**src/rtl/uart_pkg.sv**
```systemverilog
// Shared UART types and constants.
//   parity_mode_t   : run-time parity selection (NONE/EVEN/ODD/MARK/SPACE)
//   rx_state_t      : receiver frame states
//   UFIFO_DATA_WIDTH: default upstream FIFO word width {break, frame_err, parity_err, data}
//   WD_*_OFS        : flag positions above the data field of the FIFO word
//   clamp_data_bits : folds a requested data length into 5..max_bits
package uart_pkg;

    typedef enum logic [2:0] {
        ParNone  = 3'd0,
        ParEven  = 3'd1,
        ParOdd   = 3'd2,
        ParMark  = 3'd3,
        ParSpace = 3'd4
    } parity_mode_t;

    typedef enum logic [2:0] {
        StIdle,
        StStart,
        StData,
        StParity,
        StStop,
        StBrkWait
    } rx_state_t;

    localparam int unsigned UART_MAX_DATA_BITS_DEF = 9;
    localparam int unsigned UFIFO_DATA_WIDTH       = UART_MAX_DATA_BITS_DEF + 3;
    localparam int unsigned UART_MIN_DATA_BITS     = 5;

    // Flag bit positions, counted upward from the top of the data field.
    localparam int unsigned WD_PARITY_ERR_OFS = 0;
    localparam int unsigned WD_FRAME_ERR_OFS  = 1;
    localparam int unsigned WD_BREAK_OFS      = 2;

    function automatic logic [3:0] clamp_data_bits(input logic [3:0] bits,
                                                   input logic [3:0] max_bits);
        if (bits < 4'(UART_MIN_DATA_BITS)) begin
            return 4'(UART_MIN_DATA_BITS);
        end
        if (bits > max_bits) begin
            return max_bits;
        end
        return bits;
    endfunction

endpackage

```
**src/rtl/uart_baud_gen.sv**
```systemverilog
// Programmable oversample tick generator.
//   i_clk   : clock
//   i_rst_n : asynchronous active-low reset
//   i_run   : count while high; low holds the counter at 0
//   i_clear : restart the divider from 0 (takes priority over i_run)
//   i_div   : one tick every i_div+1 clocks
//   o_tick  : single-cycle oversample tick
module uart_baud_gen #(
    parameter int unsigned DIV_WIDTH = 16
) (
    input  logic                 i_clk,
    input  logic                 i_rst_n,
    input  logic                 i_run,
    input  logic                 i_clear,
    input  logic [DIV_WIDTH-1:0] i_div,
    output logic                 o_tick
);

    logic [DIV_WIDTH-1:0] cnt_q, cnt_d;
    logic                 at_end;

    // >= rather than == so that lowering i_div mid-count cannot run the counter
    // all the way around its range.
    assign at_end = (cnt_q >= i_div);

    always_comb begin
        o_tick = i_run && !i_clear && at_end;
        cnt_d  = cnt_q;
        if (!i_run || i_clear) begin
            cnt_d = '0;
        end else if (at_end) begin
            cnt_d = '0;
        end else begin
            cnt_d = cnt_q + 1'b1;
        end
    end

    always_ff @(posedge i_clk or negedge i_rst_n) begin
        if (!i_rst_n) begin
            cnt_q <= '0;
        end else begin
            cnt_q <= cnt_d;
        end
    end

endmodule

```
**src/rtl/uart_rx_core.sv**
```systemverilog
// UART receive engine: oversampled, 2-of-3 mid-bit majority vote, run-time frame format.
//   i_apb_pclk / i_apb_presetn : clock, asynchronous active-low reset
//   i_enable          : receiver enable; low aborts the current frame
//   i_baud_div        : oversample tick every i_baud_div+1 clocks
//   i_data_bits       : data bits per frame (clamped to 5..MAX_DATA_BITS)
//   i_parity_mode     : parity_mode_t
//   i_stop2           : two stop bits when high
//   i_rx              : asynchronous serial input, idle high
//   i_ufifo_full      : upstream FIFO full
//   o_ufifo_write_req : one-cycle push strobe
//   o_ufifo_wdata     : {break, frame_err, parity_err, data}, valid with the strobe
//   o_rx_status       : busy from start detect until back in IDLE
//   o_overrun         : one-cycle pulse when a finished frame is dropped on a full FIFO
module uart_rx_core
    import uart_pkg::*;
#(
    parameter int unsigned OVERSAMPLE     = 16,
    parameter int unsigned MAX_DATA_BITS  = 9,
    parameter int unsigned BAUD_DIV_WIDTH = 16
) (
    input  logic                      i_apb_pclk,
    input  logic                      i_apb_presetn,
    input  logic                      i_enable,
    input  logic [BAUD_DIV_WIDTH-1:0] i_baud_div,
    input  logic [3:0]                i_data_bits,
    input  logic [2:0]                i_parity_mode,
    input  logic                      i_stop2,
    input  logic                      i_rx,
    input  logic                      i_ufifo_full,
    output logic                      o_ufifo_write_req,
    output logic [MAX_DATA_BITS+2:0]  o_ufifo_wdata,
    output logic                      o_rx_status,
    output logic                      o_overrun
);

    localparam int unsigned SW = $clog2(OVERSAMPLE);
    localparam logic [SW-1:0] SMP_V0   = SW'(OVERSAMPLE / 2 - 1);
    localparam logic [SW-1:0] SMP_V1   = SW'(OVERSAMPLE / 2);
    localparam logic [SW-1:0] SMP_V2   = SW'(OVERSAMPLE / 2 + 1);
    localparam logic [SW-1:0] SMP_LAST = SW'(OVERSAMPLE - 1);
    localparam int unsigned PERR_IDX = MAX_DATA_BITS + WD_PARITY_ERR_OFS;
    localparam int unsigned FERR_IDX = MAX_DATA_BITS + WD_FRAME_ERR_OFS;
    localparam int unsigned BRK_IDX  = MAX_DATA_BITS + WD_BREAK_OFS;

    rx_state_t state_q, state_d;

    logic                     rx_s1_q, rx_s2_q;
    logic [SW-1:0]            sample_q, sample_d;
    logic [3:0]               bit_cnt_q, bit_cnt_d;
    logic                     stop_cnt_q, stop_cnt_d;
    logic [1:0]               v_q, v_d;
    logic [MAX_DATA_BITS-1:0] data_q, data_d;
    logic                     par_err_q, par_err_d;
    logic                     frm_err_q, frm_err_d;
    logic                     zero_q, zero_d;
    logic [3:0]               cfg_bits_q, cfg_bits_d;
    parity_mode_t             cfg_par_q, cfg_par_d;
    logic                     cfg_stop2_q, cfg_stop2_d;

    logic tick, run, start_det, vote, mid_vote, bit_end;
    logic last_data, last_stop, push, brk;

    assign run       = i_enable && (state_q != StIdle);
    assign start_det = i_enable && (state_q == StIdle) && !rx_s2_q;

    uart_baud_gen #(
        .DIV_WIDTH(BAUD_DIV_WIDTH)
    ) u_baud_gen (
        .i_clk  (i_apb_pclk),
        .i_rst_n(i_apb_presetn),
        .i_run  (run),
        .i_clear(start_det),
        .i_div  (i_baud_div),
        .o_tick (tick)
    );

    assign vote      = (v_q[0] & v_q[1]) | (v_q[0] & rx_s2_q) | (v_q[1] & rx_s2_q);
    assign mid_vote  = tick && (sample_q == SMP_V2);
    assign bit_end   = tick && (sample_q == SMP_LAST);
    assign last_data = (bit_cnt_q == cfg_bits_q - 4'd1);
    assign last_stop = (stop_cnt_q == cfg_stop2_q);
    // tick already implies i_enable, so a push can never happen on an aborted frame.
    assign push      = (state_q == StStop) && mid_vote && last_stop;
    // Break: every data/parity/stop vote so far low, including the current stop vote.
    assign brk       = zero_q && !vote;

    // State register
    always_ff @(posedge i_apb_pclk or negedge i_apb_presetn) begin
        if (!i_apb_presetn) begin
            state_q <= StIdle;
        end else begin
            state_q <= state_d;
        end
    end

    // Next state
    always_comb begin
        state_d = state_q;
        if (!i_enable) begin
            state_d = StIdle;
        end else begin
            unique case (state_q)
                StIdle: begin
                    if (!rx_s2_q) state_d = StStart;
                end
                StStart: begin
                    if (mid_vote && vote) begin
                        state_d = StIdle;
                    end else if (bit_end) begin
                        state_d = StData;
                    end
                end
                StData: begin
                    if (bit_end && last_data) begin
                        state_d = (cfg_par_q == ParNone) ? StStop : StParity;
                    end
                end
                StParity: begin
                    if (bit_end) state_d = StStop;
                end
                StStop: begin
                    if (push) state_d = brk ? StBrkWait : StIdle;
                end
                StBrkWait: begin
                    if (rx_s2_q) state_d = StIdle;
                end
                default: state_d = StIdle;
            endcase
        end
    end

    // Outputs
    always_comb begin
        o_rx_status       = (state_q != StIdle);
        o_ufifo_write_req = push && !i_ufifo_full;
        o_overrun         = push && i_ufifo_full;
        o_ufifo_wdata     = '0;
        if (push) begin
            o_ufifo_wdata[MAX_DATA_BITS-1:0] = data_q;
            o_ufifo_wdata[PERR_IDX]          = par_err_q;
            o_ufifo_wdata[FERR_IDX]          = frm_err_q || !vote;
            o_ufifo_wdata[BRK_IDX]           = brk;
        end
    end

    // Datapath next state
    always_comb begin
        sample_d    = sample_q;
        bit_cnt_d   = bit_cnt_q;
        stop_cnt_d  = stop_cnt_q;
        v_d         = v_q;
        data_d      = data_q;
        par_err_d   = par_err_q;
        frm_err_d   = frm_err_q;
        zero_d      = zero_q;
        cfg_bits_d  = cfg_bits_q;
        cfg_par_d   = cfg_par_q;
        cfg_stop2_d = cfg_stop2_q;

        if (tick) begin
            sample_d = (sample_q == SMP_LAST) ? '0 : sample_q + 1'b1;
            if (sample_q == SMP_V0) v_d[0] = rx_s2_q;
            if (sample_q == SMP_V1) v_d[1] = rx_s2_q;
        end

        if (mid_vote) begin
            case (state_q)
                StData: begin
                    for (int i = 0; i < int'(MAX_DATA_BITS); i++) begin
                        if (bit_cnt_q == 4'(i)) data_d[i] = vote;
                    end
                    zero_d = zero_q && !vote;
                end
                StParity: begin
                    case (cfg_par_q)
                        ParEven:  par_err_d = (^data_q) ^ vote;
                        ParOdd:   par_err_d = !((^data_q) ^ vote);
                        ParMark:  par_err_d = !vote;
                        ParSpace: par_err_d = vote;
                        default:  par_err_d = par_err_q;
                    endcase
                    zero_d = zero_q && !vote;
                end
                StStop: begin
                    if (!vote) frm_err_d = 1'b1;
                    zero_d = zero_q && !vote;
                end
                default: ;
            endcase
        end

        if (bit_end) begin
            if (state_q == StData) bit_cnt_d = bit_cnt_q + 4'd1;
            if (state_q == StStop) stop_cnt_d = 1'b1;
        end

        if (start_det) begin
            // The detect clock itself stands in for sample 0 of the start bit.
            sample_d    = SW'(1);
            bit_cnt_d   = '0;
            stop_cnt_d  = 1'b0;
            data_d      = '0;
            par_err_d   = 1'b0;
            frm_err_d   = 1'b0;
            zero_d      = 1'b1;
            cfg_bits_d  = clamp_data_bits(i_data_bits, 4'(MAX_DATA_BITS));
            cfg_stop2_d = i_stop2;
            if (i_parity_mode > 3'd4) begin
                cfg_par_d = ParNone;
            end else begin
                cfg_par_d = parity_mode_t'(i_parity_mode);
            end
        end else if (state_d == StIdle) begin
            sample_d   = '0;
            bit_cnt_d  = '0;
            stop_cnt_d = 1'b0;
        end
    end

    always_ff @(posedge i_apb_pclk or negedge i_apb_presetn) begin
        if (!i_apb_presetn) begin
            rx_s1_q     <= 1'b1;
            rx_s2_q     <= 1'b1;
            sample_q    <= '0;
            bit_cnt_q   <= '0;
            stop_cnt_q  <= 1'b0;
            v_q         <= '0;
            data_q      <= '0;
            par_err_q   <= 1'b0;
            frm_err_q   <= 1'b0;
            zero_q      <= 1'b0;
            cfg_bits_q  <= '0;
            cfg_par_q   <= ParNone;
            cfg_stop2_q <= 1'b0;
        end else begin
            rx_s1_q     <= i_rx;
            rx_s2_q     <= rx_s1_q;
            sample_q    <= sample_d;
            bit_cnt_q   <= bit_cnt_d;
            stop_cnt_q  <= stop_cnt_d;
            v_q         <= v_d;
            data_q      <= data_d;
            par_err_q   <= par_err_d;
            frm_err_q   <= frm_err_d;
            zero_q      <= zero_d;
            cfg_bits_q  <= cfg_bits_d;
            cfg_par_q   <= cfg_par_d;
            cfg_stop2_q <= cfg_stop2_d;
        end
    end

endmodule

```
**config.mk**
```make
export PLATFORM = sky130hd
export DESIGN_NAME = uart_rx_core
export DESIGN_NICKNAME = d
export VERILOG_FILES = /design/src/rtl/uart_pkg.sv /design/src/rtl/uart_baud_gen.sv /design/src/rtl/uart_rx_core.sv
export SDC_FILE = /design/constraint.sdc
export NUM_CORES = 1
export LEC_CHECK = 0
export CAP_MARGIN = 5
export CORE_UTILIZATION = 52
export CTS_BUF_LIST = sky130_fd_sc_hd__clkbuf_4 sky130_fd_sc_hd__clkbuf_8
export DETAILED_ROUTE_END_ITERATION = 8
export HOLD_SLACK_MARGIN = 0.15
export PLACE_DENSITY = 0.81
export REMOVE_ABC_BUFFERS = 1
export SLEW_MARGIN = 20
export SYNTH_ARGS = -nofsm -noshare
export SYNTH_HDL_FRONTEND = slang
export SYNTH_SLANG_ARGS = --single-unit
```
**constraint.sdc**
```tcl
create_clock -name i_apb_pclk -period 3.47 [get_ports i_apb_pclk]
set_input_delay 0.694 -clock i_apb_pclk [delete_from_list [all_inputs] [get_ports i_apb_pclk]]
set_output_delay 0.694 -clock i_apb_pclk [all_outputs]
set_load 0.005 [all_outputs]
```
==> impl_metrics.yaml <==
worst_setup_path:
  worst-endpoint-required_ns: 2.78
  worst-setup-path-type: "primary input to output port"
  cp-end-kind: "output port"
  crit_arrival_ns: 2.86
  cpMaxStageDelayCell: "or4_4"
  crit_path_start_kind: "primary input"
  cp_common_cell: "buf_6"
  path_max_fanout: 3
  path_cells: "buf_6 -> inv_2 -> ha_4 -> nand4_1 -> or4_4 -> o32ai_4 -> o211ai_1 -> nor2_2 -> buf_6 -> buf_6 -> buf_6 -> and2_4 -> buf_6"
  max_stage_delay_ns: 0.54
  reg2reg_depth: 12
floorplanning:
  die_area_um2: 6930
  start_util_pct: 54.1
  dieWidth_um: 83.3
  rows: 29
  io_pins: 44
  coreArea_um2: 6350
  die_y_um: 83.3
global_route:
  grt_use_total_pct: 26.9
  grt_pass1_wl_mm: 14.9
  grt_overflow: 0
  grt_max_degree: 38
  antenna_found_initial: 0
  grt_pass1_vias: 3144
sta:
  rsz0062_at_grt: "true"
  final.min_clock_period_ns: 3.56
  finalSetupViolCount: 9
  worst_slew_pin_slew_ns: 0.834
  finalSetupTns_ns: -0.336
  min_period_over_period_pct: 103
  hold_violations: 0
  fin_skew_ns: 0.0101
  max_freq_mhz: 281
  relSlewSlack_pct: 44.4
  final-max-slew-violation-count: 0
  setup_slack_ns: -0.0871
power_and_ir_drop:
  ir_drop_v: 0.000201
  p_leak_uw: 0.00206
  power.total_uw: 1220
  powerDensity_nw_per_um2: 265
clock_tree:
  cts_hold_buf: 0
  clk_root_buffer_cell: "clkbuf_8"
  cts.path.max_buffers: 2
  cts_made_buffers: 5
  path_clk_slew_ns: 0.09
  cts-htree-levels: 2
  insertion_delay_ns: 0.31
  cts_tree: "yes"
  cts.sinks: 52
placed_design:
  port-buffer-count: 43
  place_ws_ns: -0.781
  dp_hpwl_mm: 6.12
  placed_area_um2: 4140
  place_inst: 514
  gp_congestion: 0.925
synth:
  synth-edff-count: 0
  synth_flop_cell: "dfrtp_1"
  synth_top_area_cell: "dfrtp_1"
  yosysTopAreaCellShare_pct: 36.4
  synth.yosys.seq_area_share_pct: 38.0
  synth_area_leaders: "dfrtp_1, ha_1, nand2_1, xnor2_1, mux2i_1"
  async_flop_share_pct: 100
  syn_area_um2: 3430
  yosysUniqueCellTypes: 55
  syn_inst: 377
  synth_most_common_cell: "dfrtp_1"
  avgSynthCellArea_um2: 9.11
  synthTopCellsByCount: "dfrtp_1, nand2_1, nor2_1"
  yosys_warnings: 0
  ys_ff_latch: 52
final_layout:
  area_growth_pct: 33.8
  drive_above_1_share_pct: 30.9
  final_cells: 536
  finalNetCount: 512
  fin_area_um2: 4600
  diodes: 0
detailed_routing:
  drtIter0Drc: 183
  drc: 0
  vias: 3085
  wl_per_cell_um: 16.6
  totalWireLength_mm: 8.92
  drtAntennaViolNets: 0
  vias_per_cell: 5.76
  first_pass_iters: 4
run_status:
  violations: "setup timing"
  status: "finished, violations left"
job:
  cap_violations: 0
worst_hold_path:
  min_path_cells: 0
  hp-class: "flip-flop to flip-flop"
[cells in the final DEF, fill, tap and decap left out, types with 13 or more instances in the layout]
cell type        count
dfrtp_1             48
nand2_1             43
buf_4               37
nor2_1              30
buf_6               23
xnor2_1             19
nor3_1              15
inv_1               13
a21oi_1             13
nand3_1             13
xor2_1              13
mux2i_1             13
clkdlybuf4s50_1     13
[path summary, 6_finish.rpt]
| check | slack, ns | from | end |
|---|---|---|---|
| worst min-delay path | 0.36 | rx_s1_q | rx_s2_q |
| min in group asynchronous | 0.47 | i_apb_presetn | cfg_par_q[1] |
| max in group asynchronous | 2.26 | i_apb_presetn | u_baud_gen.cnt_q[12] |
| worst max-delay path | -0.09 | i_baud_div[9] | o_ufifo_wdata[2] |
| worst max register to register | 0.36 | u_baud_gen.cnt_q[8] | sample_q[0] |
| worst min register to register | 0.36 | rx_s1_q | rx_s2_q |
[what timing repair did]
action                     CTS  global route
setup buffers               11             5
pin swaps                   31            17
cloned                       1             0
resized for setup          155            25
setup endpoints to repair   14            14
[area by class of cell]
class | count | area (um2)
timing repair buffer | 87 | 749
clock buffer | 8 | 97.6
sequential | 52 | 1310
inverter | 25 | 93.8
multi-input combinational | 287 | 2250
tap | 77 | 96.3
fill | 447 | 1750
[power by group]
group	total, uW	leakage [uW]	switching, uW	internal [uW]
Sequential	647	0.000700	23.4	623
Combinational	195	0.00131	100	95.0
Clock	377	0.0000523	198	179
Total	1220	0.00206	321	897
[layer usage]
layer	vias up	GRT usage [%]	part of all wire [%]	wire, um
met5	-	0	0	0
met4	0	12.4	3.0	272
met3	23	2.68	3.5	309
met2	96	48.7	53	4730
met1	1503	32.1	40	3610
li1	1463	-	-	-
[worst max-delay path: cells and delay by family]
kind            cells  cell delay, ns
simple gates        4            0.99
fa+ha+maj           1            0.25
buf+inv             6            0.51
compound gates      2            0.42
[flip-flops by register name, indices dropped and copies added, names as in the netlist, 2 cells and up]
| name | flops |
|---|---|
| bit_cnt_q | 4 |
| cfg_bits_q | 4 |
| cfg_par_q | 3 |
| data_q | 9 |
| sample_q | 4 |
| state_q | 3 |
| u_baud_gen.cnt_q | 16 |
| v_q | 2 |
[kinds of logic after synthesis]
logic type / Yosys count / synth area share, %
flip-flops: 52 / 38.0
AO/OA/AOI/OAI: 49 / 10.2
multiplexers: 16 / 4.77
adder cells (fa/ha/maj): 26 / 9.40
buffers and inverters: 38 / 4.15
XOR/XNOR: 33 / 8.82
AND/OR/NAND/NOR: 163 / 24.7
[per-stage QoR]
stage	hold slack [ns]	utilization, %
final	0.361	72.4
after global routing	0.362	72.4
after CTS	0.361	70.6
after detailed placement	0.348	65.2
after global placement	0.346	65.2
after floorplan	0.345	-
No activity file was read; power rests on OpenSTA's default activity.
==> RTL edit 1 (same flow settings) <==
Set the parameter `MAX_DATA_BITS` to 7 (it was 9).
--- a/src/rtl/uart_rx_core.sv
+++ b/src/rtl/uart_rx_core.sv
@@ -16,5 +16,5 @@
 #(
     parameter int unsigned OVERSAMPLE     = 16,
-    parameter int unsigned MAX_DATA_BITS  = 9,
+    parameter int unsigned MAX_DATA_BITS  = 7,
     parameter int unsigned BAUD_DIV_WIDTH = 16
 ) (
Ports: changed (resized o_ufifo_wdata); port bits go from 44 to 42. No check against the original RTL was run, so the function may have changed too.
==> RTL edit 1 against the unedited design <==
- the flow still finishes with violations (setup timing)
- final cell count decreased by 4.3%
- final area down 4.7%
- sequential cell count down 2
- routed wire length down 7.6%
- total power shrank 6.9%
- critical path depth is 1 higher
- synthesized area decreased by 2.4%
- worst setup slack gained 0.060 ns
- global-route usage grew 0.070 points
- largest cell class unchanged
==> RTL edit 1: results (changes against the unedited design) <==
outcome=finished, violations left; violations in the final reports=setup timing; number of iterations in the first detailed-routing pass=4 (unchanged); total of buffers placed on input and output ports=41 (-4.7%); number of global-route vias before repair=2864 (-8.9%); Post-synth top cells=dfrtp_1 (48), nor2_1 (38), inv_1 (26); GR Util All Layers=0.2699 (+0.0006998); Gates resized, CTS repair=119 (-23%); final-stage net count=491 (-4.1%); Crit Reg-Reg Startpoint=u_baud_gen.cnt_q[6]; count of cells along the worst register-to-register path=17 (+5); capture point of the worst path=o_ufifo_wdata[7]; Min Hold Slack=0.3598 ns (-0.0008820 ns); worst clock skew=0.009826 ns (-0.0002260 ns); number of buffers added for setup after CTS=16 (+5); share of synthesized cell area in full adder, half adder and majority cells=0.09929 (+0.005302); pin count of the biggest net entering global routing=33 (-13%); distinct cell type count of the synthesized netlist=56 (+1.8%); Post-DP HPWL=5509 microns (-10%); Post-Synth XOR/XNOR Area=0.08287 (-0.005294); setup slack of the critical path after layout=-0.02755 ns (+0.05958 ns); worst vdd rail ir drop=0.1843 mV (-8.2%); destination of the worst register-to-register timing path=bit_cnt_q[2]; minimum setup slack among reg-to-reg paths=0.25 ns (-0.11 ns); share of cell area taken by muxes after synthesis=0.03359 (-0.01413); number of antenna violations at the first check in global routing=0 (unchanged); switching power total=285.1 uW (-11%); Vias per Instance=5.745 (-0.19%); cells taking the most area after synthesis=dfrtp_1 (36%), ha_1 (9.3%), xnor2_1 (4.4%); placed inst area=0.004006 sq mm (-3.2%); pre-CTS setup slack=-0.8397 ns (-0.05890 ns); Fill cells=431 (-3.6%); Critical Path Fanout Max=2 (-1); share of synthesized area occupied by flip-flops and latches=0.3740 (-0.005579); compound-cell area share of the yosys netlist=0.1146 (+0.01296); gpl congestion=0.9050 (-2.2%); wire length of the first global-routing pass=13760 microns (-7.7%); violation count after the first detailed-routing iteration=226 (+23%); share of layout cells above drive strength 1=0.2763 (-0.03311); P_leak=2.047 nW (-0.82%); sum of routed wire length over all layers=8239 microns (-7.6%); largest registers ranked by flip-flop count=u_baud_gen.cnt_q: 16 flops, data_q: 7 flops; setup violators final=3 (-6)
-- RTL edit 1: cell types whose count changed after synthesis, sizes merged, moves of 3 or more --
cell / before / now
nand4: 6 / 10
nor4: 6 / 3
mux2i: 13 / 9
o21ai: 12 / 5
nor2: 33 / 38
nand3: 13 / 16
nand2: 45 / 25
nand4b: 1 / 5
nor2b: 1 / 4
a31oi: 2 / 6
-- RTL edit 1: worst max-delay path, cell delays in order --
cell and delay, ns:
buf_2 0.08, inv_1 0.04, ha_1 0.28, nand2_2 0.06, or3_4 0.38, or4_4 0.45, nand3_4 0.09, nand2_4 0.06
nor2_4 0.14, buf_6 0.13, buf_6 0.09, buf_6 0.08, and2_4 0.13, buf_6 0.08
-- RTL edit 1: metal layers --
layer  wire length (microns)  global-route usage  part of all wire  vias up
li1                        -                   -                 -     1410
met1                    3628              0.3692              0.44     1439
met2                    4103              0.4306              0.50       85
met3                     382             0.04835             0.046       13
met4                     124             0.08947             0.015        0
met5                       0                   0                 0        -
-- RTL edit 1: stage by stage --
stage	TNS, ns	instances	utilization
detailed placement	-13.15	488	0.6610
global placement	-10.94	488	0.6610
global route	-0.5138	513	0.7223
floorplan	0	345	-
finish	-0.05061	513	0.7223
CTS	-0.07922	513	0.7120
-- RTL edit 1: power groups by stage --
stage          clock [mW]  combinational [mW]  sequential [mW]
6_report            0.372               0.152            0.610
4_1_cts             0.375               0.150            0.610
3_5_place_dp            0               0.141            0.621
5_1_grt             0.401               0.168            0.612
3_3_place_gp            0               0.137            0.620
2_1_floorplan           0              0.0687            0.617
-- RTL edit 1: cell type report --
class / count / area share
Inverter: 26 / 0.02286
Tap cell: 75 / 0.02143
Clock buffer: 8 / 0.02229
Sequential cell: 50 / 0.2864
Multi-Input combinational cell: 269 / 0.4844
Timing Repair Buffer: 85 / 0.1626
==> RTL edit 2 (same settings) <==
Without the edit above. Re-encode `rx_state_t` (6 states) as one-hot, 6 bits wide.
--- a/src/rtl/uart_pkg.sv
+++ b/src/rtl/uart_pkg.sv
@@ -15,11 +15,11 @@
     } parity_mode_t;
 
-    typedef enum logic [2:0] {
-        StIdle,
-        StStart,
-        StData,
-        StParity,
-        StStop,
-        StBrkWait
+    typedef enum logic [5:0] {
+        StIdle    = 6'b000001,
+        StStart   = 6'b000010,
+        StData    = 6'b000100,
+        StParity  = 6'b001000,
+        StStop    = 6'b010000,
+        StBrkWait = 6'b100000
     } rx_state_t;
 
Formal check against the unedited RTL: same outputs for any inputs over 10 cycles, from zero or initial values and one cycle with i_apb_presetn low; not proved beyond that.
==> RTL edit 2 against the unedited design <==
- hold slack about the same
- non-clock buffer count down 30
- total power up 13%
- sequential cell count up 3
- final area down 2.8%
- die area up 4.9%
- routed wire length down 8.0%
- worst setup slack better by 0.14 ns
- synthesized area up 5.0%
==> RTL edit 2: results (changes against the unedited design) <==
GR Util All Layers=0.2451 (-0.02407); number of multi-input combinational cells in the layout=290 (+1.0%); worst clock skew=0.007871 ns (-0.002181 ns); pin count of the biggest net entering global routing=56 (+47%); outcome=completed; destination of the worst register-to-register timing path=sample_q[3]; number of buffers added for setup after CTS=5 (-6); non-clock inverter total of the final layout=28 (+12%); Met1 Routed Length=3517 microns (-2.7%); switching power total=358.3 uW (+12%); P_leak=2.002 nW (-3.0%); global routing usage on met3=0.04767 (+0.02083); Fill cells=509 (+14%); count of sequential standard cells=55 (+5.8%); worst vdd rail ir drop=0.2661 mV (+33%); Post-Synth XOR/XNOR Area=0.09747 (+0.009308); Crit Reg-Reg Startpoint=u_baud_gen.cnt_q[0]; share of synthesized cell area in full adder, half adder and majority cells=0.08672 (-0.007274); sequential share of cell area=0.3089 (+0.02464); wire length of the first global-routing pass=14070 microns (-5.6%); Vias per Instance=5.763 (+0.13%); Clock buffer cells=6 (-2); Post-DP HPWL=5587 microns (-8.7%); minimum setup slack among reg-to-reg paths=0.27 ns (-0.09 ns); cells taking the most area after synthesis=dfrtp_1 (36%), ha_1 (8.7%), xnor2_1 (5.6%); Gates resized, CTS repair=89 (-43%); M1 GR Usage=0.3124 (-0.008189); Sequential Power Share=0.510 (-0.021); Crit-path slowest cell=clkdlybuf4s50_1; peak per-stage delay on the critical path=0.46 ns (-0.08 ns)
## RTL edit 2: changes by cell type after synthesis, moves of 6 or more
cell,before,now
nor2b_1,1,7
nand2_1,45,18
nor3_1,16,9
nand3_1,13,20
a21bo_2,1,9
a21oi_1,13,20
clkbuf_1,12,6
nor2_1,33,45
mux2i_1,13,3
## RTL edit 2: critical path: cells and delay by family
family	cells	cell delay, ns
compound gates	1	0.10
simple gates	3	0.51
fa+ha+maj	1	0.26
buf+inv	7	1.15
## RTL edit 2: per-stage QoR
stage / utilization / total power [mW] / instance area, sq um / cells / TNS, ns
CTS: 0.6707 / 1.376 / 4380 / 514 / 0
finish: 0.6841 / 1.373 / 4468 / 515 / 0
floorplan: - / 0.8406 / 3553 / 372 / -0.4238
global placement: 0.6354 / 0.9236 / 4150 / 502 / -6.610
global route: 0.6841 / 1.436 / 4468 / 515 / -0.05795
detailed placement: 0.6354 / 0.9335 / 4150 / 502 / -7.964
